**src/rtl/vga_scan_ctrl_pkg.sv**
```systemverilog
// Shared types and default 640x480@60 timing for the VGA scan controller.
package vga_pkg;

  typedef struct packed {
    logic [3:0] r;
    logic [3:0] g;
    logic [3:0] b;
  } rgb444_t;

  typedef enum logic [1:0] {IDLE, RUN, STOP_PEND} scan_state_e;

  localparam int DEF_H_DISPLAY = 640;
  localparam int DEF_H_FRONT   = 16;
  localparam int DEF_H_SYNC    = 96;
  localparam int DEF_H_BACK    = 48;
  localparam int DEF_V_DISPLAY = 480;
  localparam int DEF_V_FRONT   = 10;
  localparam int DEF_V_SYNC    = 2;
  localparam int DEF_V_BACK    = 33;

  localparam rgb444_t RGB_RED = '{r: 4'hF, g: 4'h0, b: 4'h0};

  // Idle value of the {hSync, vSync, colorEn} bundle
  localparam logic [2:0] SYNC_IDLE = 3'b110;

  // True while cnt lies in [lo, lo+len)
  function automatic logic in_span(input int unsigned cnt, input int unsigned lo,
                                   input int unsigned len);
    return (cnt >= lo) && (cnt < lo + len);
  endfunction

endpackage

```
**src/rtl/vga_scan_ctrl_if.sv**
```systemverilog
// Pixel fetch bus plus VGA raster outputs of the scan controller.
// Optional macro VGA_UNDERFLOW_CHECK_EN adds pix_rvalid.
interface vga_scan_ctrl_if #(parameter int XW = 10, parameter int YW = 9);
  logic            pix_req;
  logic [XW-1:0]   pix_x;
  logic [YW-1:0]   pix_y;
  vga_pkg::rgb444_t pix_rdata;
`ifdef VGA_UNDERFLOW_CHECK_EN
  logic            pix_rvalid;
`endif
  logic            vga_hSync;
  logic            vga_vSync;
  logic            vga_colorEn;
  logic [3:0]      vga_color_r;
  logic [3:0]      vga_color_g;
  logic [3:0]      vga_color_b;

  modport master (
    output pix_req, pix_x, pix_y,
    output vga_hSync, vga_vSync, vga_colorEn, vga_color_r, vga_color_g, vga_color_b,
`ifdef VGA_UNDERFLOW_CHECK_EN
    input  pix_rvalid,
`endif
    input  pix_rdata
  );

  modport slave (
    input  pix_req, pix_x, pix_y,
    input  vga_hSync, vga_vSync, vga_colorEn, vga_color_r, vga_color_g, vga_color_b,
`ifdef VGA_UNDERFLOW_CHECK_EN
    output pix_rvalid,
`endif
    output pix_rdata
  );
endinterface

```
**src/rtl/vga_sync_delay.sv**
```systemverilog
// N-stage delay line for {hSync, vSync, colorEn}; resets to idle values so a
// reset mid-frame never leaks a partial sync pulse. tap_en is colorEn after
// N-1 stages, i.e. the cycle the pixel source data is on pix_rdata.
module vga_sync_delay
  import vga_pkg::*;
#(
  parameter int N = 3
) (
  input  logic       clk,
  input  logic       rst_n,
  input  logic [2:0] din,
  output logic       tap_en,
  output logic [2:0] dout
);

  logic [N-1:0][2:0] q;

  // Shift the raw raster bundle one stage per clock
  always_ff @(posedge clk or negedge rst_n) begin
    if (!rst_n) begin
      q <= {N{SYNC_IDLE}};
    end else begin
      q[0] <= din;
      for (int i = 1; i < N; i++) q[i] <= q[i-1];
    end
  end

  generate
    if (N == 1) begin : g_tap_in
      assign tap_en = din[0];
    end else begin : g_tap_q
      assign tap_en = q[N-2][0];
    end
  endgenerate

  assign dout = q[N-1];

endmodule

```
**src/rtl/vga_scan_ctrl.sv**
```systemverilog
// VGA scan controller: raster counters, run/stop FSM, pixel fetch requests and
// the output pipeline aligning returned RGB444 with the syncs.
// Optional macro VGA_UNDERFLOW_CHECK_EN adds pix_rvalid checking and the
// sticky underflow flag.
module vga_scan_ctrl
  import vga_pkg::*;
#(
  parameter int H_DISPLAY = DEF_H_DISPLAY,
  parameter int H_FRONT   = DEF_H_FRONT,
  parameter int H_SYNC    = DEF_H_SYNC,
  parameter int H_BACK    = DEF_H_BACK,
  parameter int V_DISPLAY = DEF_V_DISPLAY,
  parameter int V_FRONT   = DEF_V_FRONT,
  parameter int V_SYNC    = DEF_V_SYNC,
  parameter int V_BACK    = DEF_V_BACK,
  parameter int FETCH_LAT = 2            // legal 1..8
) (
  input  logic            vga_clk,
  input  logic            vga_rst_n,
  input  logic            enable,
  vga_scan_ctrl_if.master bus,
  output logic            frame_start,
  output logic            line_start,
  output logic [15:0]     frame_count,
  output logic            busy
`ifdef VGA_UNDERFLOW_CHECK_EN
  ,
  output logic            underflow
`endif
);

  localparam int H_TOTAL = H_DISPLAY + H_FRONT + H_SYNC + H_BACK;
  localparam int V_TOTAL = V_DISPLAY + V_FRONT + V_SYNC + V_BACK;
  localparam int HW = $clog2(H_TOTAL);
  localparam int VW = $clog2(V_TOTAL);
  localparam int XW = $clog2(H_DISPLAY);
  localparam int YW = $clog2(V_DISPLAY);
  localparam logic [HW-1:0] H_LAST = HW'(H_TOTAL - 1);
  localparam logic [VW-1:0] V_LAST = VW'(V_TOTAL - 1);

  scan_state_e   state, nxt;
  logic [HW-1:0] h_cnt;
  logic [VW-1:0] v_cnt;
  logic          frame_end;
  logic          pix_req;
  logic          hs_raw, vs_raw;
  logic          en_tap;
  logic [2:0]    dly_out;
  rgb444_t       color_q;

  assign frame_end = (h_cnt == H_LAST) && (v_cnt == V_LAST);

  // Run state register
  always_ff @(posedge vga_clk or negedge vga_rst_n) begin
    if (!vga_rst_n) state <= IDLE;
    else            state <= nxt;
  end

  // Next state; a stop request only takes effect at the end of the frame
  always_comb begin
    nxt  = state;
    busy = (state != IDLE);
    unique case (state)
      IDLE:      if (enable) nxt = RUN;
      RUN:       if (!enable) nxt = STOP_PEND;
      STOP_PEND: begin
        if (enable)         nxt = RUN;
        else if (frame_end) nxt = IDLE;
      end
      default:   nxt = IDLE;
    endcase
  end

  // Raster counters, held at origin while idle; frame counter on wrap
  always_ff @(posedge vga_clk or negedge vga_rst_n) begin
    if (!vga_rst_n) begin
      h_cnt       <= '0;
      v_cnt       <= '0;
      frame_count <= '0;
    end else if (!busy) begin
      h_cnt <= '0;
      v_cnt <= '0;
    end else if (h_cnt == H_LAST) begin
      h_cnt <= '0;
      v_cnt <= (v_cnt == V_LAST) ? '0 : v_cnt + VW'(1);
      if (frame_end) frame_count <= frame_count + 16'd1;
    end else begin
      h_cnt <= h_cnt + HW'(1);
    end
  end

  // Counter-domain raster signals
  always_comb begin
    pix_req = busy && (32'(h_cnt) < H_DISPLAY) && (32'(v_cnt) < V_DISPLAY);
    hs_raw  = !(busy && in_span(32'(h_cnt), H_DISPLAY + H_FRONT, H_SYNC));
    vs_raw  = !(busy && in_span(32'(v_cnt), V_DISPLAY + V_FRONT, V_SYNC));
  end

  assign bus.pix_req  = pix_req;
  assign bus.pix_x    = pix_req ? h_cnt[XW-1:0] : '0;
  assign bus.pix_y    = pix_req ? v_cnt[YW-1:0] : '0;
  assign frame_start  = busy && (h_cnt == '0) && (v_cnt == '0);
  assign line_start   = busy && (h_cnt == '0);

  vga_sync_delay #(.N(FETCH_LAT + 1)) u_dly (
    .clk    (vga_clk),
    .rst_n  (vga_rst_n),
    .din    ({hs_raw, vs_raw, pix_req}),
    .tap_en (en_tap),
    .dout   (dly_out)
  );

  // Colour register: capture returned pixel while visible, black otherwise
`ifdef VGA_UNDERFLOW_CHECK_EN
  always_ff @(posedge vga_clk or negedge vga_rst_n) begin
    if (!vga_rst_n) begin
      color_q   <= '0;
      underflow <= 1'b0;
    end else if (en_tap && !bus.pix_rvalid) begin
      color_q   <= RGB_RED;
      underflow <= 1'b1;
    end else begin
      color_q   <= en_tap ? bus.pix_rdata : '0;
    end
  end
`else
  always_ff @(posedge vga_clk or negedge vga_rst_n) begin
    if (!vga_rst_n) color_q <= '0;
    else            color_q <= en_tap ? bus.pix_rdata : '0;
  end
`endif

  assign bus.vga_hSync   = dly_out[2];
  assign bus.vga_vSync   = dly_out[1];
  assign bus.vga_colorEn = dly_out[0];
  assign bus.vga_color_r = color_q.r;
  assign bus.vga_color_g = color_q.g;
  assign bus.vga_color_b = color_q.b;

endmodule
```
**src/flat_wrapper.sv**
```systemverilog
// flat-port wrapper written by rule: the top's interface ports become plain ports
module vga_scan_ctrl_flat import vga_pkg::*;
#(
  parameter int H_DISPLAY = DEF_H_DISPLAY,
  parameter int H_FRONT   = DEF_H_FRONT,
  parameter int H_SYNC    = DEF_H_SYNC,
  parameter int H_BACK    = DEF_H_BACK,
  parameter int V_DISPLAY = DEF_V_DISPLAY,
  parameter int V_FRONT   = DEF_V_FRONT,
  parameter int V_SYNC    = DEF_V_SYNC,
  parameter int V_BACK    = DEF_V_BACK,
  parameter int FETCH_LAT = 2                         
)
  (vga_clk, vga_rst_n, enable, frame_start, line_start, frame_count, busy, bus_pix_req, bus_pix_x, bus_pix_y, bus_vga_hSync, bus_vga_vSync, bus_vga_colorEn, bus_vga_color_r, bus_vga_color_g, bus_vga_color_b, bus_pix_rdata);
  vga_scan_ctrl_if bus_i ();
  input  logic vga_clk;
  input  logic vga_rst_n;
  input  logic enable;
  output logic frame_start;
  output logic line_start;
  output logic [15:0] frame_count;
  output logic busy;
  output wire logic [$bits(bus_i.pix_req)-1:0] bus_pix_req;
  output wire logic [$bits(bus_i.pix_x)-1:0] bus_pix_x;
  output wire logic [$bits(bus_i.pix_y)-1:0] bus_pix_y;
  output wire logic [$bits(bus_i.vga_hSync)-1:0] bus_vga_hSync;
  output wire logic [$bits(bus_i.vga_vSync)-1:0] bus_vga_vSync;
  output wire logic [$bits(bus_i.vga_colorEn)-1:0] bus_vga_colorEn;
  output wire logic [$bits(bus_i.vga_color_r)-1:0] bus_vga_color_r;
  output wire logic [$bits(bus_i.vga_color_g)-1:0] bus_vga_color_g;
  output wire logic [$bits(bus_i.vga_color_b)-1:0] bus_vga_color_b;
  input wire logic [$bits(bus_i.pix_rdata)-1:0] bus_pix_rdata;
  assign bus_pix_req = bus_i.pix_req;
  assign bus_pix_x = bus_i.pix_x;
  assign bus_pix_y = bus_i.pix_y;
  assign bus_vga_hSync = bus_i.vga_hSync;
  assign bus_vga_vSync = bus_i.vga_vSync;
  assign bus_vga_colorEn = bus_i.vga_colorEn;
  assign bus_vga_color_r = bus_i.vga_color_r;
  assign bus_vga_color_g = bus_i.vga_color_g;
  assign bus_vga_color_b = bus_i.vga_color_b;
  assign bus_i.pix_rdata = bus_pix_rdata;
  vga_scan_ctrl #(.H_DISPLAY(H_DISPLAY), .H_FRONT(H_FRONT), .H_SYNC(H_SYNC), .H_BACK(H_BACK), .V_DISPLAY(V_DISPLAY), .V_FRONT(V_FRONT), .V_SYNC(V_SYNC), .V_BACK(V_BACK), .FETCH_LAT(FETCH_LAT)) u_core (.vga_clk(vga_clk), .vga_rst_n(vga_rst_n), .enable(enable), .bus(bus_i), .frame_start(frame_start), .line_start(line_start), .frame_count(frame_count), .busy(busy));
endmodule
```
**config.mk**
```make
export PLATFORM = sky130hd
export DESIGN_NAME = vga_scan_ctrl_flat
export DESIGN_NICKNAME = d
export VERILOG_FILES = /design/src/rtl/vga_scan_ctrl_pkg.sv /design/src/rtl/vga_scan_ctrl_if.sv /design/src/rtl/vga_sync_delay.sv /design/src/rtl/vga_scan_ctrl.sv /design/src/flat_wrapper.sv
export SDC_FILE = /design/constraint.sdc
export NUM_CORES = 1
export LEC_CHECK = 0
export ABC_AREA = 1
export CORE_UTILIZATION = 50
export CTS_BUF_LIST = sky130_fd_sc_hd__clkbuf_4 sky130_fd_sc_hd__clkbuf_8
export DETAILED_ROUTE_END_ITERATION = 10
export GPL_TIMING_DRIVEN = 1
export PLACE_DENSITY = 0.86
export SETUP_SLACK_MARGIN = 0.05
export SYNTH_ARGS = -nofsm -noshare
export SYNTH_HDL_FRONTEND = slang
export SYNTH_SLANG_ARGS = --single-unit
```
**constraint.sdc**
```tcl
create_clock -name vga_clk -period 4.57 [get_ports vga_clk]
set_input_delay 0.6855 -clock vga_clk [delete_from_list [all_inputs] [get_ports vga_clk]]
set_output_delay 0.6855 -clock vga_clk [all_outputs]
set_load 0.01 [all_outputs]
```
# Word-level counts from Yosys, hierarchy flattened
# Cells that the tools add are included.
dict set report op_classes {
  add_sub_neg 3
  order_cmp 6
  eq_ne 8
  mux 13
  reduce_logical 17
}
# operator n
set ops {}
lappend ops {{$mux W10} 6}
lappend ops {{$add A10 B1 Y10 const B} 2}
lappend ops {{$eq A10 B10 Y1 const B} 2}
lappend ops {{$logic_not A10 Y1} 2}
lappend ops {{$lt A10 B10 Y1 const B} 2}
lappend ops {{$lt A10 B9 Y1 const B} 2}
lappend ops {{$add A16 B1 Y16 const B} 1}
lappend ops {{$mux W12} 1}
lappend ops {{$ge A10 B10 Y1 const B} 1}
lappend ops {{$ge A10 B9 Y1 const B} 1}
lappend ops {{$logic_and A1 B1 Y1} 9}
lappend ops {{$mux W9} 1}
lappend ops {{$mux W2} 4}
lappend ops {{$ne A2 B2 Y1 const B} 3}
lappend ops {{$pmux W2 S3} 1}
lappend ops {{$reduce_and A3 Y1} 2}
lappend ops {{$ne A3 B2 Y1 const B} 1}
lappend ops {{$eq A2 B1 Y1 const B} 1}
lappend ops {{$eq A2 B2 Y1 const B} 1}
lappend ops {{$logic_not A1 Y1} 2}
lappend ops {{$logic_not A2 Y1} 1}
lappend ops {{$reduce_bool A2 Y1} 1}
dict set report word_totals {
  ff_bits 59
  inputBits 15
  wordCells 57
}

# Depth between registers and ports, before layout
dict set report depth {
  word_depth 5
  ltp_mapped 11
}

# By module
# From an unflattened synthesis, not the netlist that was laid out.
dict set report hier_totals {
  cells_unflattened 424
  area_unflattened_um2 3224.3
}
# module n_inst cells_each area_per_inst_um2
set modules_own_cells {}
lappend modules_own_cells {vga_scan_ctrl 1 412 2969.1}
lappend modules_own_cells {vga_sync_delay 1 12 255.2}

# Worst setup path before layout
# Ideal clock, no wire load.
dict set report synth_path {
  kind {flip-flop to output port}
  from {register u_core.v_cnt[5]}
  to {output bus_pix_req}
  t_arrival_ps 1205
  required_time_ps 3885
  slack_ps 2679
  path_stages_with_launch 8
  cell_sequence {dfrtp_1 > buf_2 > nand2_1 > nor2_1 > inv_1 > nand4_1 > clkbuf_1 > inv_1}
}
dict set report synth_via {
  elab_chain_len 2
}
# element line
set synth_lines {}
lappend synth_lines {{start: declaration} vga_scan_ctrl.sv:43} ;# logic [VW-1:0] v_cnt;
lappend synth_lines {{start signal: assignment} vga_scan_ctrl.sv:85} ;# v_cnt <= (v_cnt == V_LAST) ? '0 : v_cnt + VW'(1);
lappend synth_lines {{$lt A10 B9 Y1} vga_scan_ctrl.sv:94} ;# pix_req = busy && (32'(h_cnt) < H_DISPLAY) && (32'(v_cnt) < V_DISPLAY);
lappend synth_lines {{$logic_and A1 B1 Y1} vga_scan_ctrl.sv:94}
lappend synth_lines {{end: declaration} flat_wrapper.sv:23} ;# output wire logic [$bits(bus_i.pix_req)-1:0] bus_pix_req;
# No other way between the ends.

# Worst setup path after layout
dict set report layout_path {
  from {register u_core.state[0]}
  to {output bus_pix_x[2]}
}
dict set report layout_via {
  elab_chain_len 4
}
# element line
set layout_lines {}
lappend layout_lines {{start: declaration} vga_scan_ctrl.sv:41} ;# scan_state_e state, nxt;
lappend layout_lines {{start signal: assignment} vga_scan_ctrl.sv:56} ;# else state <= nxt;
lappend layout_lines {{$reduce_bool A2 Y1} vga_scan_ctrl.sv:62} ;# busy = (state != IDLE);
lappend layout_lines {{$logic_and A1 B1 Y1 (2 in a row)} vga_scan_ctrl.sv:94}
lappend layout_lines {{$mux W10} vga_scan_ctrl.sv:100} ;# assign bus.pix_x = pix_req ? h_cnt[XW-1:0] : '0;
lappend layout_lines {{end: declaration} flat_wrapper.sv:24} ;# output wire logic [$bits(bus_i.pix_x)-1:0] bus_pix_x;
# No other way between the ends.

==> impl_metrics.json <==
{
  "status": "finished, final reports clean",
  "dp.final_hpwl_mm": 4.99,
  "synth_area_leaders": "dfrtp_1 (42%), nand2_1 (17%), nor2_1 (7.7%), inv_1 (6.5%), dfstp_2 (5.0%)",
  "clk_latency_ns": 0.35,
  "synthCells": 423,
  "start_kind": "flip-flop",
  "min_from": "u_core.u_dly.q[0]",
  "period_needed_ns": 3.42,
  "holdPathEnd": "u_core.u_dly.tap_en",
  "avgViaCountPerCell": 5.01,
  "seq_area_frac_synth_pct": 46.8,
  "fin_worst_skew_ns": 0.0104,
  "finalNetCount": 513,
  "drc_errors": 0,
  "avgSynthCellArea_um2": 7.49,
  "port_buffers": 68,
  "dr.pass1.iters": 4,
  "hold_viol_final": 0,
  "avgRoutedWirePerCell_um": 12.4,
  "critical_path_class": "flip-flop to primary output",
  "yosysTopAreaCell": "dfrtp_1",
  "io_pins": 69,
  "insertedDiodeCount": 0,
  "syn_nets": 443,
  "utilization_pct": 68.3,
  "tightest_slew_ns": 0.805,
  "holdWs_ns": 0.352,
  "gr-total-overflow": 0,
  "grt_first_pass_wirelength_mm": 11.9,
  "path_clk_slew_ns": 0.07,
  "initial_core_util_pct": 52.6,
  "drt-total-wl_mm": 7.10,
  "ant_nets": 0,
  "r2r_end": "u_core.u_dly.q[0]",
  "rsz0062_at_grt": "no",
  "setup_viol": 0,
  "yosysUniqueCellTypes": 30,
  "tns_ns": 0,
  "postCtsSetupBuffers": 0,
  "vdd_drop_max_mv": 0.232,
  "final_max_slew_viol_count": 0,
  "cts_buffers": 9,
  "netlist_area_um2": 3170,
  "vias": 2868,
  "cp.arrival_ns": 2.73,
  "cts_hold_buf": 0,
  "r2r.worst_path.cells": 4,
  "antenna_found_initial": 0,
  "reg2reg_from": "u_core.state[0]",
  "synth_warnings": 0,
  "layout-drive-gt1-share_pct": 8.03,
  "reg2reg_slack_ns": 2.74,
  "dieArea_um2": 6660,
  "whs_path_depth": 0,
  "max-slew-margin-rel_pct": 46.2,
  "p_leak_uw": 0.00197,
  "place_ws_ns": 1.55,
  "chipHeight_um": 81.6,
  "crit_path_end_kind": "primary output",
  "grt.total_usage_pct": 23.7,
  "die_w_um": 81.6,
  "path_cells": "nor2_4, inv_2, nand4_1, nor2_1, clkdlybuf4s50_1",
  "pwr_density_cell_nw_per_um2": 305,
  "core-area_um2": 6030,
  "power_uw": 1250,
  "cp.required_ns": 3.88,
  "synth_top_area_share_pct": 41.8,
  "grt_pass1_vias": 2714,
  "clockBufferDepth": 2,
  "ctsResizeCount": 0,
  "num_rows": 28,
  "max_stage_delay_ns": 0.70,
  "ys_ff_latch": 59,
  "cp_slowest_cell": "nand4_1",
  "timing.final.crit_share_pct": 74.8,
  "grt_max_degree": 60,
  "h-tree-depth": 3,
  "syn_to_final_growth_pct": 29.9,
  "gp_congestion": 0.872,
  "maxCapViolCount": 0,
  "setup_ws_ns": 1.15,
  "crit_fanout": 20,
  "cts_tree": "yes",
  "drt_iter0_drc": 165,
  "min_path_type": "flip-flop to flip-flop",
  "clock-sinks": 59,
  "clockRootBuffer": "clkbuf_8",
  "fmax_mhz": 292
}
stage by stage:
step	cell area [µm²]	cells
floorplan	3170	423
global placement	3890	557
detailed placement	3890	557
CTS	4120	573
global route	4120	573
finish	4120	573
cell families after synthesis:
family                     share of synthesized area [%]
AOI/OAI and AO/OA                                   3.04
adders and majority gates                           1.97
and+or+nand+nor                                     37.2
DFF                                                 46.8
xor gates and xnor gates                            2.21
buffers and inverters                               8.76
cell usage after synthesis, drive strengths merged:
cell,number
clkbuf,3
nor4,2
buf,7
ha,5
nand2,145
nor3,5
nor2,71
o2111ai,1
dfstp,6
nand4,17
dfrtp,53
o211ai,1
nor3b,1
xnor2,5
inv,58
o21ai,14
nand3,24
a21oi,2
xor2,3
power by group:
group / internal (µW) / leakage, µW / switching, µW
sequential: 542 / 0.000774 / 18.9
clock: 342 / 0.000116 / 214
combinational: 64.1 / 0.00108 / 73.1
flip-flops by register name, indices dropped and copies added (netlist names):
| signal | count |
|---|---|
| u_core.u_dly.dout | 3 |
| u_core.bus.vga_color_g | 4 |
| u_core.h_cnt | 10 |
| u_core.v_cnt | 10 |
| u_core.u_dly.q | 5 |
| u_core.frame_count | 16 |
| u_core.state | 2 |
| u_core.u_dly.tap_en | 1 |
| u_core.bus.vga_color_r | 4 |
| u_core.bus.vga_color_b | 4 |
layout make-up:
| cell class | instances | area, µm² |
|---|---|---|
| inverter | 58 | 218 |
| sequential | 59 | 1480 |
| multi-input combinational | 296 | 1410 |
| clock buffer | 12 | 159 |
| tap | 75 | 93.8 |
| clock inverter | 4 | 72.6 |
| fill | 507 | 1910 |
| timing repair buffer | 69 | 683 |
layer usage:
| metal | wire, µm | share of wire, % | GRT usage [%] |
|---|---|---|---|
| met1 | 3100 | 44 | 28.4 |
| met2 | 3550 | 50 | 40.4 |
| met3 | 319 | 4.5 | 5.33 |
| met4 | 121 | 1.7 | 10.9 |
| met5 | 0 | 0 | 0 |
worst max-delay path: cells and delay by family, from the launching register on:
kind	cells	cell delay, ns
flops	1	0.44
simple gates	3	1.10
buf+inv	2	0.85
placed cells by master (no fill, tap or decap), types with 2 or more instances in the layout:
master,synthesis,routed
dfstp_2,6,6
nand3_4,2,2
clkdlybuf4s50_1,0,67
nand2_1,140,140
nand4_1,17,17
bufinv_16,0,2
nor4_1,2,2
nand3_1,22,22
nor3_1,5,5
o21ai_1,4,4
nand2_2,3,3
nor2_1,65,65
inv_1,55,55
xnor2_1,5,5
nor2_4,4,4
ha_1,5,5
xor2_1,3,3
inv_2,3,3
dfrtp_1,53,53
o21ai_0,10,10
a21oi_1,2,2
clkbuf_8,0,11
nand2_4,2,2
worst max-delay path by stage:
stage	from	to	slack (ns)	cells after the start
6_report	u_core.state[0]	bus_pix_x[2]	1.15	5
5_1_grt	u_core.state[0]	bus_pix_y[5]	0.84	5
4_1_cts	u_core.state[1]	bus_pix_x[8]	1.13	5
3_5_place_dp	u_core.state[0]	bus_pix_x[8]	1.55	5
3_3_place_gp	u_core.state[0]	bus_pix_y[7]	1.63	5
2_1_floorplan	u_core.v_cnt[5]	bus_pix_req	2.68	7
Note: power is estimated with default switching activity, not from simulation.
